**config.mk**
```make
export PLATFORM = sky130hd
export DESIGN_NAME = fetch_unit
export DESIGN_NICKNAME = d
export VERILOG_FILES = /design/src/rtl/fetch_unit.sv
export SDC_FILE = /design/constraint.sdc
export NUM_CORES = 1
export LEC_CHECK = 0
export ABC_AREA = 1
export ABC_CLOCK_PERIOD_IN_PS = 3400
export BUFFER_PORTS_ARGS = -buffer_cell sky130_fd_sc_hd__buf_2
export CAP_MARGIN = 20
export CORE_UTILIZATION = 33
export CTS_BUF_LIST = sky130_fd_sc_hd__clkbuf_16
export CTS_CLUSTER_DIAMETER = 150
export CTS_CLUSTER_SIZE = 16
export DETAILED_ROUTE_END_ITERATION = 10
export MAX_ROUTING_LAYER = met4
export PLACE_DENSITY_LB_ADDON = 0.1
export SYNTH_ARGS = -nofsm -noshare
export SYNTH_HDL_FRONTEND = slang
export SYNTH_SLANG_ARGS = --single-unit
```
**constraint.sdc**
```tcl
create_clock -name clk -period 3.4 [get_ports clk]
set_input_delay 0.51 -clock clk [delete_from_list [all_inputs] [get_ports clk]]
set_output_delay 0.51 -clock clk [all_outputs]
set_load 0.02 [all_outputs]
```
**src/rtl/fetch_unit.sv**
```systemverilog
// fetch_unit: instruction fetch and assembly stage.
// It streams bytes from a synchronous ROM into a small prefetch FIFO. Each byte in the
// FIFO carries its own address. The stage then assembles one-byte instructions (opcode
// MSB clear) or two-byte instructions (opcode MSB set, followed by an immediate byte).
// Ports:
//   clk, rst          clock (rising edge) and asynchronous active-high reset
//   mem_addr, mem_rd  ROM address (the fetch pointer) and read strobe
//   mem_data          ROM byte, valid the cycle after a read is sampled
//   instr_*           assembled instruction, valid/ready handshake to decode
//   redirect(_addr)   flush the pipe and restart fetching at a new address
module fetch_unit #(
  parameter int unsigned       ADDR_W     = 16,
  parameter int unsigned       DATA_W     = 8,
  parameter int unsigned       FIFO_DEPTH = 4,
  parameter logic [ADDR_W-1:0] RESET_ADDR = '0
) (
  input  logic              clk,
  input  logic              rst,
  output logic [ADDR_W-1:0] mem_addr,
  output logic              mem_rd,
  input  logic [DATA_W-1:0] mem_data,
  output logic              instr_valid,
  input  logic              instr_ready,
  output logic [DATA_W-1:0] instr_op,
  output logic [DATA_W-1:0] instr_imm,
  output logic              instr_len2,
  output logic [ADDR_W-1:0] instr_pc,
  input  logic              redirect,
  input  logic [ADDR_W-1:0] redirect_addr
);

  localparam int unsigned     PTR_W   = $clog2(FIFO_DEPTH);
  localparam int unsigned     CNT_W   = PTR_W + 1;
  localparam logic [CNT_W:0]  DEPTH_C = (CNT_W + 1)'(FIFO_DEPTH);

  logic [ADDR_W-1:0] r_ptr;
  logic [ADDR_W-1:0] r_inflight_addr;
  logic              r_inflight;
  logic              r_discard;
  logic [DATA_W-1:0] r_fifo_data [FIFO_DEPTH];
  logic [ADDR_W-1:0] r_fifo_addr [FIFO_DEPTH];
  logic [PTR_W-1:0]  r_wr_idx;
  logic [PTR_W-1:0]  r_rd_idx;
  logic [CNT_W-1:0]  r_count;

  logic              r_valid;
  logic [DATA_W-1:0] r_op;
  logic [DATA_W-1:0] r_imm;
  logic              r_len2;
  logic [ADDR_W-1:0] r_pc;

  logic              w_issue;
  logic              w_push;
  logic              w_head_len2;
  logic              w_take;
  logic              w_load;
  logic [CNT_W:0]    w_occupancy;
  logic [PTR_W-1:0]  w_next_idx;
  logic [DATA_W-1:0] w_head_data;
  logic [DATA_W-1:0] w_second_data;
  logic [CNT_W-1:0]  w_pop_n;

  always_comb begin
    // The in-flight byte already owns a FIFO slot, so overflow is impossible.
    w_occupancy   = {1'b0, r_count} + {{CNT_W{1'b0}}, r_inflight};
    w_issue       = !rst && (w_occupancy < DEPTH_C);
    w_push        = r_inflight && !r_discard;
    w_head_data   = r_fifo_data[r_rd_idx];
    w_next_idx    = r_rd_idx + PTR_W'(1);
    w_second_data = r_fifo_data[w_next_idx];
    w_head_len2   = w_head_data[DATA_W-1];
    // A two-byte opcode waits until its immediate is also buffered.
    w_take        = (r_count != '0) && (!w_head_len2 || (r_count >= CNT_W'(2)));
    w_load        = (!r_valid || instr_ready) && w_take;
    w_pop_n       = !w_load ? '0 : (w_head_len2 ? CNT_W'(2) : CNT_W'(1));
  end

  // FIFO storage needs no reset: the count and indices decide which entries are live.
  always_ff @(posedge clk) begin
    if (w_push && !redirect) begin
      r_fifo_data[r_wr_idx] <= mem_data;
      r_fifo_addr[r_wr_idx] <= r_inflight_addr;
    end
  end

  always_ff @(posedge clk or posedge rst) begin
    if (rst) begin
      r_ptr           <= RESET_ADDR;
      r_inflight_addr <= '0;
      r_inflight      <= 1'b0;
      r_discard       <= 1'b0;
      r_wr_idx        <= '0;
      r_rd_idx        <= '0;
      r_count         <= '0;
      r_valid         <= 1'b0;
      r_op            <= '0;
      r_imm           <= '0;
      r_len2          <= 1'b0;
      r_pc            <= '0;
    end else if (redirect) begin
      // A read issued on this edge returns a stale byte next cycle; drop it then.
      r_ptr      <= redirect_addr;
      r_inflight <= w_issue;
      r_discard  <= w_issue;
      r_wr_idx   <= '0;
      r_rd_idx   <= '0;
      r_count    <= '0;
      r_valid    <= 1'b0;
    end else begin
      if (w_issue) begin
        r_ptr <= r_ptr + ADDR_W'(1);
      end
      r_inflight      <= w_issue;
      r_inflight_addr <= r_ptr;
      r_discard       <= 1'b0;
      if (w_push) begin
        r_wr_idx <= r_wr_idx + PTR_W'(1);
      end
      r_rd_idx <= r_rd_idx + PTR_W'(w_pop_n);
      r_count  <= r_count + CNT_W'(w_push) - w_pop_n;
      if (w_load) begin
        r_valid <= 1'b1;
        r_op    <= w_head_data;
        r_imm   <= w_head_len2 ? w_second_data : '0;
        r_len2  <= w_head_len2;
        r_pc    <= r_fifo_addr[r_rd_idx];
      end else if (instr_ready) begin
        r_valid <= 1'b0;
      end
    end
  end

  assign mem_addr    = r_ptr;
  assign mem_rd      = w_issue;
  assign instr_valid = r_valid;
  assign instr_op    = r_op;
  assign instr_imm   = r_imm;
  assign instr_len2  = r_len2;
  assign instr_pc    = r_pc;

endmodule

```
==> impl_metrics.json <==
{
  "finalHoldViolCount": 0,
  "max_freq_mhz": 368,
  "clockBufferDepth": 2,
  "ir_worst_vdd_mv": 0.294,
  "slew_viol_final": 0,
  "cts_tree": "built",
  "rsz0062_at_grt": "false",
  "layout.nets": 821,
  "fin_crit_ps": 2720,
  "synth_fp_nets": 744,
  "hold-worst-slack_ps": 167,
  "synth_area_sq_um": 7450,
  "slowest_delay_ps": 430,
  "cts_made_buffers": 17,
  "critPathMostFrequentCell": "inv_1",
  "die_x_um": 152,
  "htree_levels": 4,
  "drc": 14,
  "final_common_cell": "nand2_1",
  "post_drt_via_cell_ratio": 4.76,
  "initial_utilization": 0.339,
  "powerDensity_nw_per_um2": 789,
  "grt_util_all_layers": 0.157,
  "via_count": 5126,
  "die_area_sq_um": 23200,
  "yosys_most_used_dff": "edfxtp_1",
  "cts_resized": 0,
  "fin_crit_sh": 0.800,
  "fp.dieH_um": 152,
  "reg2reg_depth": 14,
  "grt_pass1_wl_um": 27200,
  "outcome": "finished, violations left",
  "max-cap-violations": 0,
  "mostFrequentLayoutCells": "nand2_1, edfxtp_1, buf_2, dfrtp_1, o21ai_0",
  "post-cts-setup-buffers": 0,
  "wl_um": 16700,
  "numPortBuffers": 78,
  "finish.utilization": 0.398,
  "synth-async-reset-ratio": 0.435,
  "ctsHoldBuffers": 0,
  "avgRoutedWirePerCell_um": 15.5,
  "synth-seq-area-share": 0.636,
  "synth_cell_types": 35,
  "leakage_nw": 3.76,
  "place_congestion": 0.822,
  "skew_ps": 8.72,
  "cts-root-buf": "clkbuf_16",
  "drive_above_1_share": 0.212,
  "syn_area_per_cell_sq_um": 10.5,
  "finalInstanceArea_sq_um": 8730,
  "finalPower_mw": 6.89,
  "finalSetupViolations": 0,
  "core_area_sq_um": 22000,
  "grt_pass1_vias": 5077,
  "cts_sinks": 170,
  "fillCellCount": 2132,
  "violations": "DRC",
  "worstPathArrival_ps": 3000,
  "ys_seq_elements": 170,
  "clk_latency_ps": 420,
  "grt_max_degree": 56,
  "synth_edf_count": 96,
  "area_growth_pct": 17.3,
  "startpoint_type": "flop",
  "rows": 54,
  "path_class": "flop to flop",
  "ios": 79,
  "ant_nets": 0,
  "crit_chain": "buf_4 > nand2_1 > nand3_1 > nand2_1 > inv_1 > nand4_1 > inv_1 > ha_1 > inv_1 > ha_1 > inv_1 > fa_1 > xor2_1 > nor2_1",
  "path_clk_slew_ps": 60,
  "overflow": 0,
  "grt_antenna_before_repair": 0,
  "path_max_fanout": 24,
  "worstMarginPinSlew_ps": 645,
  "placed_cell_area_sq_um": 8110,
  "worstSetupEndpointType": "flop",
  "hp-class": "input port to async pin",
  "setup_tns_ps": 0,
  "firstDrtPassIters": 8,
  "yosys_warnings": 0,
  "max-slew-margin-rel": 0.570,
  "synthCells": 706,
  "cp.required_ps": 3680,
  "cpMaxStageDelayCell": "dfrtp_1",
  "first_iter_violations": 350,
  "dp_hpwl_um": 11000
}
sequential cells by signal, indices dropped and copies added, names as in the netlist, 3 cells and up:
| signal | flops |
|---|---|
| r_fifo_addr | 64 |
| r_fifo_data | 32 |
| instr_pc | 16 |
| mem_addr | 16 |
| r_inflight_addr | 16 |
| instr_imm | 8 |
| instr_op | 8 |
| r_count | 3 |
layout make-up:
class / count / area, sq um / share of cell area
flip-flops and latches: 170 / 4730 / 0.542
multi-input cells: 435 / 2270 / 0.260
repair buffers: 93 / 503 / 0.0576
clock buffers: 17 / 425 / 0.0487
well taps: 280 / 350 / 0.0401
inverters: 66 / 249 / 0.0285
clock inverters: 15 / 201 / 0.0231
diodes: 1 / 2.50 / 0.000286
power by group:
group          switching (mW)  total (mW)  internal, mW
combinational            1.41        2.09         0.677
clock                   0.804        2.04          1.23
sequential              0.230        2.77          2.54
critical path: cells and delay by family, from the launching register on:
kind	cells	cell delay (ps)
fa+ha+maj	3	800
simple gates	5	640
buf+inv	5	560
flops	1	430
xor+xnor	1	160
path summary, 6_finish.rpt:
check / from / end / slack, ps
worst min register to register: instr_pc[4] / instr_pc[4] / 470
worst max-delay path: r_rd_idx[0] / r_count[2] / 680
min in group clk: redirect_addr[15] / mem_addr[15] / 310
worst min-delay path: rst / instr_valid / 170
max in group asynchronous: rst / r_inflight_addr[13] / 2250
worst max register to register: r_rd_idx[0] / r_count[2] / 680
through the flow:
stage                     worst slack, ps  cells
after global routing                  428   1076
after floorplan                       141    706
after global placement                761   1044
after CTS                             670   1076
final                                 680   1077
after detailed placement              689   1044
cell usage after synthesis (4+ instances only):
| cell | number | share of area |
|---|---|---|
| nand2_1 | 149 | 0.075 |
| edfxtp_1 | 96 | 0.39 |
| dfrtp_1 | 74 | 0.25 |
| o21ai_0 | 72 | 0.048 |
| nor2_1 | 70 | 0.035 |
| inv_1 | 63 | 0.032 |
| nand3_1 | 40 | 0.027 |
| o21ai_2 | 32 | 0.038 |
| o22ai_1 | 17 | 0.014 |
| clkbuf_1 | 14 | 0.0071 |
| buf_2 | 9 | 0.0060 |
| ha_1 | 9 | 0.015 |
| o22a_1 | 7 | 0.0082 |
| buf_6 | 6 | 0.0091 |
| nor3_1 | 6 | 0.0040 |
| xor2_1 | 6 | 0.0071 |
| buf_4 | 5 | 0.0050 |
| nand4_1 | 4 | 0.0034 |
| o221ai_1 | 4 | 0.0047 |
layer usage:
metal / up-vias / GRT usage / routed length, um
li1: 2542 / - / -
met1: 2430 / 0.206 / 8100
met2: 133 / 0.242 / 7610
met3: 21 / 0.0361 / 784
met4: 0 / 0.0496 / 250
met5: - / - / 0
logic make-up (layout without fill, tap and decap cells):
group | after synthesis | in the layout | synth area share
AND/OR/NAND/NOR | 276 | 276 | 0.155
flip-flops | 170 | 170 | 0.636
AO/OA/AOI/OAI | 140 | 140 | 0.120
XOR/XNOR | 9 | 9 | 0.0106
buffers and inverters | 101 | 191 | 0.0610
adder cells (fa/ha/maj) | 10 | 10 | 0.0178
other | 0 | 1 | 0
Note: power is estimated with default switching activity, not from simulation.
